## src/rtl/rv_go_pkg.sv

```systemverilog
// Shared constants for the rv_go load/store path: funct3 access codes and LSU state encoding.
package rv_go_pkg;

    localparam logic [2:0] MEM_LB  = 3'b000;
    localparam logic [2:0] MEM_LH  = 3'b001;
    localparam logic [2:0] MEM_LW  = 3'b010;
    localparam logic [2:0] MEM_LBU = 3'b100;
    localparam logic [2:0] MEM_LHU = 3'b101;

    typedef enum logic [1:0] {
        ST_IDLE = 2'd0,
        ST_REQ  = 2'd1,
        ST_WAIT = 2'd2,
        ST_RESP = 2'd3
    } lsu_state_e;

endpackage

```

## src/rtl/rv_go_lsu_if.sv

```systemverilog
// Word-aligned request/grant/rvalid data bus between the LSU (master) and data RAM (slave).
interface rv_go_lsu_if;

    logic        req;
    logic        we;
    logic [31:0] addr;
    logic [3:0]  be;
    logic [31:0] wdata;
    logic        gnt;
    logic        rvalid;
    logic [31:0] rdata;

    modport master (
        output req, we, addr, be, wdata,
        input  gnt, rvalid, rdata
    );

    modport slave (
        input  req, we, addr, be, wdata,
        output gnt, rvalid, rdata
    );

endinterface

```

## src/rtl/rv_go_lsu_align.sv

```systemverilog
// Access legality, byte enables, store lane replication and load lane extraction/extension.
module rv_go_lsu_align
    import rv_go_pkg::*;
(
    input  logic [2:0]  mem_op_i,
    input  logic        mem_w_i,
    input  logic [1:0]  addr_lo_i,
    input  logic [31:0] wdata_i,
    input  logic [31:0] bus_rdata_i,
    output logic        legal_o,
    output logic [3:0]  be_o,
    output logic [31:0] wdata_o,
    output logic [31:0] rdata_o
);

    logic [7:0]  lane_b;
    logic [15:0] lane_h;

    always_comb begin
        legal_o = 1'b0;
        be_o    = 4'b0000;
        wdata_o = 32'h0;
        case (mem_op_i)
            MEM_LB, MEM_LBU: begin
                legal_o = !(mem_w_i && (mem_op_i == MEM_LBU));
                be_o    = 4'b0001 << addr_lo_i;
                wdata_o = {4{wdata_i[7:0]}};
            end
            MEM_LH, MEM_LHU: begin
                legal_o = !addr_lo_i[0] && !(mem_w_i && (mem_op_i == MEM_LHU));
                be_o    = addr_lo_i[1] ? 4'b1100 : 4'b0011;
                wdata_o = {2{wdata_i[15:0]}};
            end
            MEM_LW: begin
                legal_o = (addr_lo_i == 2'b00);
                be_o    = 4'b1111;
                wdata_o = wdata_i;
            end
            default: ;
        endcase
    end

    always_comb begin
        lane_b = bus_rdata_i[7:0];
        case (addr_lo_i)
            2'd1:    lane_b = bus_rdata_i[15:8];
            2'd2:    lane_b = bus_rdata_i[23:16];
            2'd3:    lane_b = bus_rdata_i[31:24];
            default: lane_b = bus_rdata_i[7:0];
        endcase
        lane_h = addr_lo_i[1] ? bus_rdata_i[31:16] : bus_rdata_i[15:0];

        rdata_o = 32'h0;
        case (mem_op_i)
            MEM_LB:  rdata_o = {{24{lane_b[7]}}, lane_b};
            MEM_LBU: rdata_o = {24'h0, lane_b};
            MEM_LH:  rdata_o = {{16{lane_h[15]}}, lane_h};
            MEM_LHU: rdata_o = {16'h0, lane_h};
            MEM_LW:  rdata_o = bus_rdata_i;
            default: rdata_o = 32'h0;
        endcase
    end

endmodule

```

## src/rtl/rv_go_lsu.sv

```systemverilog
// Load/store unit: takes one core access, runs it on the data bus, returns extended load data.
// state | meaning:  IDLE ready | REQ bus_req held for gnt | WAIT load awaits rvalid | RESP one-cycle response
module rv_go_lsu
    import rv_go_pkg::*;
#(
    parameter int unsigned MAX_WAIT = 16
) (
    input  logic        clk_i,
    input  logic        rst_i,
    input  logic        req_valid_i,
    output logic        req_ready_o,
    input  logic        mem_w_i,
    input  logic [2:0]  mem_op_i,
    input  logic [31:0] addr_i,
    input  logic [31:0] wdata_i,
    output logic        resp_valid_o,
    output logic [31:0] resp_rdata_o,
    output logic        resp_err_o,
    rv_go_lsu_if.master bus
);

    localparam logic [7:0] WAIT_LIMIT = 8'(MAX_WAIT);

    lsu_state_e  state_q, state_d;
    logic [2:0]  op_q, op_d;
    logic [1:0]  alo_q, alo_d;
    logic [7:0]  cnt_q, cnt_d;
    logic        resp_valid_q, resp_valid_d;
    logic        resp_err_q, resp_err_d;
    logic [31:0] resp_rdata_q, resp_rdata_d;
    logic        bus_req_q, bus_req_d;
    logic        bus_we_q, bus_we_d;
    logic [31:0] bus_addr_q, bus_addr_d;
    logic [31:0] bus_wdata_q, bus_wdata_d;
    logic [3:0]  bus_be_q, bus_be_d;

    logic        idle;
    logic [2:0]  al_op;
    logic [1:0]  al_alo;
    logic        al_w;
    logic        al_legal;
    logic [3:0]  al_be;
    logic [31:0] al_wdata, al_rdata;
    logic [7:0]  cnt_inc;
    logic        timeout;

    // The aligner sees the live request while IDLE and the latched access afterwards.
    assign idle    = (state_q == ST_IDLE);
    assign al_op   = idle ? mem_op_i    : op_q;
    assign al_alo  = idle ? addr_i[1:0] : alo_q;
    assign al_w    = idle ? mem_w_i     : bus_we_q;
    assign cnt_inc = cnt_q + 8'd1;
    assign timeout = (cnt_inc == WAIT_LIMIT);

    rv_go_lsu_align u_align (
        .mem_op_i    (al_op),
        .mem_w_i     (al_w),
        .addr_lo_i   (al_alo),
        .wdata_i     (wdata_i),
        .bus_rdata_i (bus.rdata),
        .legal_o     (al_legal),
        .be_o        (al_be),
        .wdata_o     (al_wdata),
        .rdata_o     (al_rdata)
    );

    always_ff @(posedge clk_i) begin
        if (rst_i) begin
            state_q      <= ST_IDLE;
            op_q         <= 3'b000;
            alo_q        <= 2'b00;
            cnt_q        <= 8'h00;
            resp_valid_q <= 1'b0;
            resp_err_q   <= 1'b0;
            resp_rdata_q <= 32'h0;
            bus_req_q    <= 1'b0;
            bus_we_q     <= 1'b0;
            bus_addr_q   <= 32'h0;
            bus_wdata_q  <= 32'h0;
            bus_be_q     <= 4'b0000;
        end else begin
            state_q      <= state_d;
            op_q         <= op_d;
            alo_q        <= alo_d;
            cnt_q        <= cnt_d;
            resp_valid_q <= resp_valid_d;
            resp_err_q   <= resp_err_d;
            resp_rdata_q <= resp_rdata_d;
            bus_req_q    <= bus_req_d;
            bus_we_q     <= bus_we_d;
            bus_addr_q   <= bus_addr_d;
            bus_wdata_q  <= bus_wdata_d;
            bus_be_q     <= bus_be_d;
        end
    end

    always_comb begin
        state_d      = state_q;
        op_d         = op_q;
        alo_d        = alo_q;
        cnt_d        = cnt_q;
        resp_valid_d = 1'b0;
        resp_err_d   = 1'b0;
        resp_rdata_d = 32'h0;
        bus_req_d    = bus_req_q;
        bus_we_d     = bus_we_q;
        bus_addr_d   = bus_addr_q;
        bus_wdata_d  = bus_wdata_q;
        bus_be_d     = bus_be_q;

        case (state_q)
            ST_IDLE: begin
                if (req_valid_i) begin
                    op_d  = mem_op_i;
                    alo_d = addr_i[1:0];
                    cnt_d = 8'h00;
                    if (al_legal) begin
                        state_d     = ST_REQ;
                        bus_req_d   = 1'b1;
                        bus_we_d    = mem_w_i;
                        bus_addr_d  = {addr_i[31:2], 2'b00};
                        bus_be_d    = al_be;
                        bus_wdata_d = al_wdata;
                    end else begin
                        state_d      = ST_RESP;
                        resp_valid_d = 1'b1;
                        resp_err_d   = 1'b1;
                    end
                end
            end
            ST_REQ: begin
                // A grant in the timeout cycle still completes the access.
                if (bus.gnt) begin
                    bus_req_d = 1'b0;
                    cnt_d     = 8'h00;
                    if (bus_we_q) begin
                        state_d      = ST_RESP;
                        resp_valid_d = 1'b1;
                    end else begin
                        state_d = ST_WAIT;
                    end
                end else if (timeout) begin
                    bus_req_d    = 1'b0;
                    cnt_d        = cnt_inc;
                    state_d      = ST_RESP;
                    resp_valid_d = 1'b1;
                    resp_err_d   = 1'b1;
                end else begin
                    cnt_d = cnt_inc;
                end
            end
            ST_WAIT: begin
                if (bus.rvalid) begin
                    state_d      = ST_RESP;
                    resp_valid_d = 1'b1;
                    resp_rdata_d = al_rdata;
                end else if (timeout) begin
                    cnt_d        = cnt_inc;
                    state_d      = ST_RESP;
                    resp_valid_d = 1'b1;
                    resp_err_d   = 1'b1;
                end else begin
                    cnt_d = cnt_inc;
                end
            end
            ST_RESP: state_d = ST_IDLE;
            default: state_d = ST_IDLE;
        endcase
    end

    assign req_ready_o  = idle;
    assign resp_valid_o = resp_valid_q;
    assign resp_err_o   = resp_err_q;
    assign resp_rdata_o = resp_rdata_q;
    assign bus.req      = bus_req_q;
    assign bus.we       = bus_we_q;
    assign bus.addr     = bus_addr_q;
    assign bus.be       = bus_be_q;
    assign bus.wdata    = bus_wdata_q;

endmodule
```

## src/flat_wrapper.sv

```systemverilog
// flat-port wrapper written by rule: the top's interface ports become plain ports
module rv_go_lsu_flat import rv_go_pkg::*;
#(
    parameter int unsigned MAX_WAIT = 16
)
  (clk_i, rst_i, req_valid_i, req_ready_o, mem_w_i, mem_op_i, addr_i, wdata_i, resp_valid_o, resp_rdata_o, resp_err_o, bus_req, bus_we, bus_addr, bus_be, bus_wdata, bus_gnt, bus_rvalid, bus_rdata);
  rv_go_lsu_if bus_i ();
  input  logic clk_i;
  input  logic rst_i;
  input  logic req_valid_i;
  output logic req_ready_o;
  input  logic mem_w_i;
  input  logic [2:0] mem_op_i;
  input  logic [31:0] addr_i;
  input  logic [31:0] wdata_i;
  output logic resp_valid_o;
  output logic [31:0] resp_rdata_o;
  output logic resp_err_o;
  output wire logic [$bits(bus_i.req)-1:0] bus_req;
  output wire logic [$bits(bus_i.we)-1:0] bus_we;
  output wire logic [$bits(bus_i.addr)-1:0] bus_addr;
  output wire logic [$bits(bus_i.be)-1:0] bus_be;
  output wire logic [$bits(bus_i.wdata)-1:0] bus_wdata;
  input wire logic [$bits(bus_i.gnt)-1:0] bus_gnt;
  input wire logic [$bits(bus_i.rvalid)-1:0] bus_rvalid;
  input wire logic [$bits(bus_i.rdata)-1:0] bus_rdata;
  assign bus_req = bus_i.req;
  assign bus_we = bus_i.we;
  assign bus_addr = bus_i.addr;
  assign bus_be = bus_i.be;
  assign bus_wdata = bus_i.wdata;
  assign bus_i.gnt = bus_gnt;
  assign bus_i.rvalid = bus_rvalid;
  assign bus_i.rdata = bus_rdata;
  rv_go_lsu #(.MAX_WAIT(MAX_WAIT)) u_core (.clk_i(clk_i), .rst_i(rst_i), .req_valid_i(req_valid_i), .req_ready_o(req_ready_o), .mem_w_i(mem_w_i), .mem_op_i(mem_op_i), .addr_i(addr_i), .wdata_i(wdata_i), .resp_valid_o(resp_valid_o), .resp_rdata_o(resp_rdata_o), .resp_err_o(resp_err_o), .bus(bus_i));
endmodule
```

## config.mk

```make
export PLATFORM = sky130hd
export DESIGN_NAME = rv_go_lsu_flat
export DESIGN_NICKNAME = d
export VERILOG_FILES = /design/src/rtl/rv_go_pkg.sv /design/src/rtl/rv_go_lsu_if.sv /design/src/rtl/rv_go_lsu_align.sv /design/src/rtl/rv_go_lsu.sv /design/src/flat_wrapper.sv
export SDC_FILE = /design/constraint.sdc
export NUM_CORES = 1
export LEC_CHECK = 0
export BUFFER_PORTS_ARGS = -buffer_cell sky130_fd_sc_hd__buf_2
export CAP_MARGIN = 25
export CORE_UTILIZATION = 53
export CTS_BUF_LIST = sky130_fd_sc_hd__clkbuf_8
export CTS_CLUSTER_DIAMETER = 150
export CTS_CLUSTER_SIZE = 10
export DETAILED_ROUTE_END_ITERATION = 6
export GPL_ROUTABILITY_DRIVEN = 0
export PLACE_DENSITY = 0.88
export SLEW_MARGIN = 5
export SYNTH_ARGS = -nofsm -noshare
export SYNTH_HDL_FRONTEND = slang
export SYNTH_SLANG_ARGS = --single-unit
```

## constraint.sdc

```tcl
create_clock -name clk_i -period 3.3 [get_ports clk_i]
set_input_delay 0.66 -clock clk_i [delete_from_list [all_inputs] [get_ports clk_i]]
set_output_delay 0.66 -clock clk_i [all_outputs]
set_load 0.005 [all_outputs]
```

==> impl_metrics.prom <==
# TYPE chip_impl_metric gauge
chip_impl_metric{name="synth_cell_area",unit="µm²"} 4890
chip_impl_metric{name="port-buffer-count",unit=""} 207
chip_impl_metric{name="cts_max_path_buffers",unit=""} 2
chip_impl_metric{name="postSynthRegisterBits",unit=""} 117
chip_impl_metric{name="postSynthCellCount",unit=""} 591
chip_impl_metric{name="design.portCount",unit=""} 210
chip_impl_metric{name="syn_area_per_cell",unit="µm²"} 8.28
chip_impl_info{name="root_buffer",value="clkbuf_8"} 1
chip_impl_metric{name="timing.critical_path.required",unit="ps"} 3630
chip_impl_info{name="failed_checks",value="design-rule violations"} 1
chip_impl_metric{name="fin_worst_skew",unit="ps"} 13.3
chip_impl_metric{name="dieHeight",unit="µm"} 98.1
chip_impl_metric{name="leakage",unit="nW"} 2.82
chip_impl_metric{name="final.min_clock_period",unit="ps"} 2700
chip_impl_info{name="most-common-layout-cells",value="buf_2 (207), nand2_1 (139), dfxtp_1 (117)"} 1
chip_impl_metric{name="timing.final.crit_share",unit="%"} 81.9
chip_impl_info{name="layout_commonest_cell",value="buf_2"} 1
chip_impl_metric{name="post-cts-setup-buffer-count",unit=""} 0
chip_impl_metric{name="detail_route.first_pass.iterations",unit=""} 7
chip_impl_metric{name="timing_max_transition_violations_final",unit=""} 0
chip_impl_metric{name="clkSlewWorstSetupHoldPaths",unit="ps"} 70
chip_impl_metric{name="synth_warnings",unit=""} 0
chip_impl_metric{name="cts_hold_buffers",unit=""} 0
chip_impl_metric{name="fin_setup_tns",unit="ps"} 0
chip_impl_metric{name="fmax",unit="MHz"} 370
chip_impl_metric{name="proportion_of_layout_cells_with_a_drive_suffix_above_1",unit="%"} 32.6
chip_impl_metric{name="final_util",unit="%"} 71.9
chip_impl_metric{name="detailed_place_hpwl",unit="mm"} 10.6
chip_impl_metric{name="grt.overflow.total",unit=""} 0
chip_impl_info{name="timing.setup.critical_path_class",value="reg -> reg"} 1
chip_impl_metric{name="report.final.setup_viol",unit=""} 0
chip_impl_info{name="unrepaired_setup_endpoints_after_global_routing",value="no"} 1
chip_impl_metric{name="design.die.area",unit="µm²"} 9620
chip_impl_metric{name="wl_per_cell",unit="µm"} 16.3
chip_impl_info{name="status",value="finished, violations left"} 1
chip_impl_metric{name="worstPathMaxFanout",unit=""} 32
chip_impl_info{name="ys_dominant_reg_cell",value="dfxtp_1"} 1
chip_impl_metric{name="maxSlewHeadroom",unit="%"} 42.0
chip_impl_info{name="min_path_type",value="reg -> reg"} 1
chip_impl_metric{name="std_cell_rows",unit=""} 34
chip_impl_metric{name="avgViaCountPerCell",unit=""} 5.88
chip_impl_metric{name="drv.max_cap_violation_count",unit=""} 0
chip_impl_metric{name="fill_cells",unit=""} 687
chip_impl_metric{name="dieWidth",unit="µm"} 98.1
chip_impl_metric{name="detailedRoute.firstIterationViolations",unit=""} 409
chip_impl_metric{name="route.final.wire_length",unit="mm"} 14.8
chip_impl_info{name="tritoncts",value="done"} 1
chip_impl_metric{name="postCtsResizedCells",unit=""} 0
chip_impl_metric{name="pin_count_of_the_biggest_net_entering_global_routing",unit=""} 86
chip_impl_metric{name="numCtsBuffers",unit=""} 17
chip_impl_metric{name="start_util",unit="%"} 55.3
chip_impl_metric{name="antenna_found_initial",unit=""} 0
chip_impl_metric{name="drcViolationCount",unit=""} 17
chip_impl_metric{name="antenna_left",unit=""} 0
chip_impl_metric{name="power_density",unit="nW/µm²"} 772
chip_impl_metric{name="synth_sequential_area_ratio",unit="%"} 47.9
chip_impl_metric{name="clkSinkCount",unit=""} 117
chip_impl_info{name="setup.worst_path.start_class",value="register"} 1
chip_impl_metric{name="count_of_flip_flops_with_a_built_in_enable_after_synthesis",unit=""} 0
chip_impl_metric{name="synth_cell_type_count",unit=""} 49
chip_impl_metric{name="areaGrowthSynthToFinish",unit="%"} 30.1
chip_impl_metric{name="worst_skew_pair.late_latency",unit="ps"} 420
chip_impl_metric{name="routed-via-count",unit=""} 5337
chip_impl_metric{name="hold_violations",unit=""} 0
chip_impl_metric{name="design.final.nets",unit=""} 897
chip_impl_metric{name="n_antenna_cell",unit=""} 0
chip_impl_metric{name="share_of_synthesized_registers_carrying_an_async_set_or_reset",unit="%"} 0
chip_impl_metric{name="timing.critical_path.arrival",unit="ps"} 3030
chip_impl_metric{name="peakVddDrop",unit="mV"} 0.399
chip_impl_metric{name="grt_pass1_vias",unit=""} 4835
chip_impl_info{name="crit_path_end_kind",value="register"} 1
chip_impl_metric{name="htreeDepth",unit=""} 4
chip_impl_metric{name="core_area",unit="µm²"} 8850
chip_impl_metric{name="grt.total_usage",unit="%"} 30.3
chip_impl_metric{name="grt_first_pass_wirelength",unit="mm"} 23.2
chip_impl_metric{name="worst_max_slew_pin_slew",unit="ps"} 870
## critical path, stage by stage (launching register included)
cell,delay [ps]
dfxtp_1,380
inv_1,90
ha_1,300
nor3b_2,220
nor2_1,350
o32a_2,620
buf_4,380
nand2_1,80
a21oi_1,190
## worst paths after layout
check	from	to	slack (ps)	depth (start not counted)
setup / recovery	u_core.state_q[1]$_SDFFE_PP0P_	u_core.bus.addr[13]$_SDFFE_PP0P_	600	8
hold / removal	u_core.bus.addr[4]$_SDFFE_PP0P_	u_core.bus.addr[4]$_SDFFE_PP0P_	450	2
setup reg to reg	u_core.state_q[1]$_SDFFE_PP0P_	u_core.bus.addr[13]$_SDFFE_PP0P_	600	8
hold reg to reg	u_core.bus.addr[4]$_SDFFE_PP0P_	u_core.bus.addr[4]$_SDFFE_PP0P_	450	2
## area by class of cell
type / instances / area (µm²) / share of cell area (%)
Clock buffer: 19 / 262 / 4.11
Clock inverter: 13 / 125 / 1.97
Inverter: 6 / 22.5 / 0.354
Multi-Input combinational cell: 426 / 2340 / 36.8
Sequential cell: 117 / 2340 / 36.8
Tap cell: 108 / 135 / 2.12
Timing Repair Buffer: 219 / 1140 / 17.9
## synth_stat cells (all sizes together) (5+ instances only)
library cell	instances	area share, %
a211oi	9	1.4
a21oi	56	5.8
a221oi	17	3.0
a222oi	15	3.1
a22oi	10	1.5
a311oi	6	1.1
a31oi	17	2.2
buf	21	2.6
clkbuf	22	1.7
dfxtp	117	48
ha	5	1.3
inv	6	0.46
nand2	139	11
nand3	9	0.92
nand3b	6	0.92
nor2	48	3.7
nor2b	5	0.64
nor3	25	2.6
o21ai	19	2.0
o22ai	8	1.0
## logic make-up after synthesis
| group | after synthesis | share of synthesized area [%] |
|---|---|---|
| simple gates | 243 | 21.1 |
| compound gates | 171 | 23.9 |
| flops | 117 | 47.9 |
| buf+inv | 49 | 4.70 |
| mux | 5 | 1.07 |
| fa+ha+maj | 5 | 1.28 |
| other cells | 1 | 0.0766 |
## power breakdown
group	total [W]	internal (W)	switching [W]
Combinational	0.00196	0.000727	0.00123
Clock	0.00126	0.000645	0.000611
Sequential	0.00171	0.00160	0.000104
## metal layers
layer / part of all wire, % / wire (µm) / vias to the layer above / global-route usage, %
li1: - / - / 2518 / -
met1: 39 / 5720 / 2445 / 34.9
met2: 49 / 7300 / 321 / 51.7
met3: 8.8 / 1300 / 53 / 7.95
met4: 3.5 / 518 / 0 / 16.0
met5: 0 / 0 / - / 0
## state kept, by name, indices dropped and copies added, names as in the netlist, 2 cells and up
name / cells
u_core.alo_q: 2
u_core.bus.wdata: 32
u_core.cnt_q: 8
u_core.state_q: 2
u_core.bus.be: 4
u_core.resp_rdata_o: 32
u_core.op_q: 3
u_core.bus.addr: 30
## metrics by stage
step           hold slack (ps)  setup slack [ps]  cells  power, W  instance area, µm²
5_1_grt                    448               363    908   0.00521                6360
3_5_place_dp               445               617    876   0.00365                5980
4_1_cts                    452               616    908   0.00490                6360
6_report                   452               596    908   0.00492                6360
2_1_floorplan              445              1220    592   0.00304                4900
3_3_place_gp               439               803    876   0.00357                5980
No activity file was read; power rests on OpenSTA's default activity.
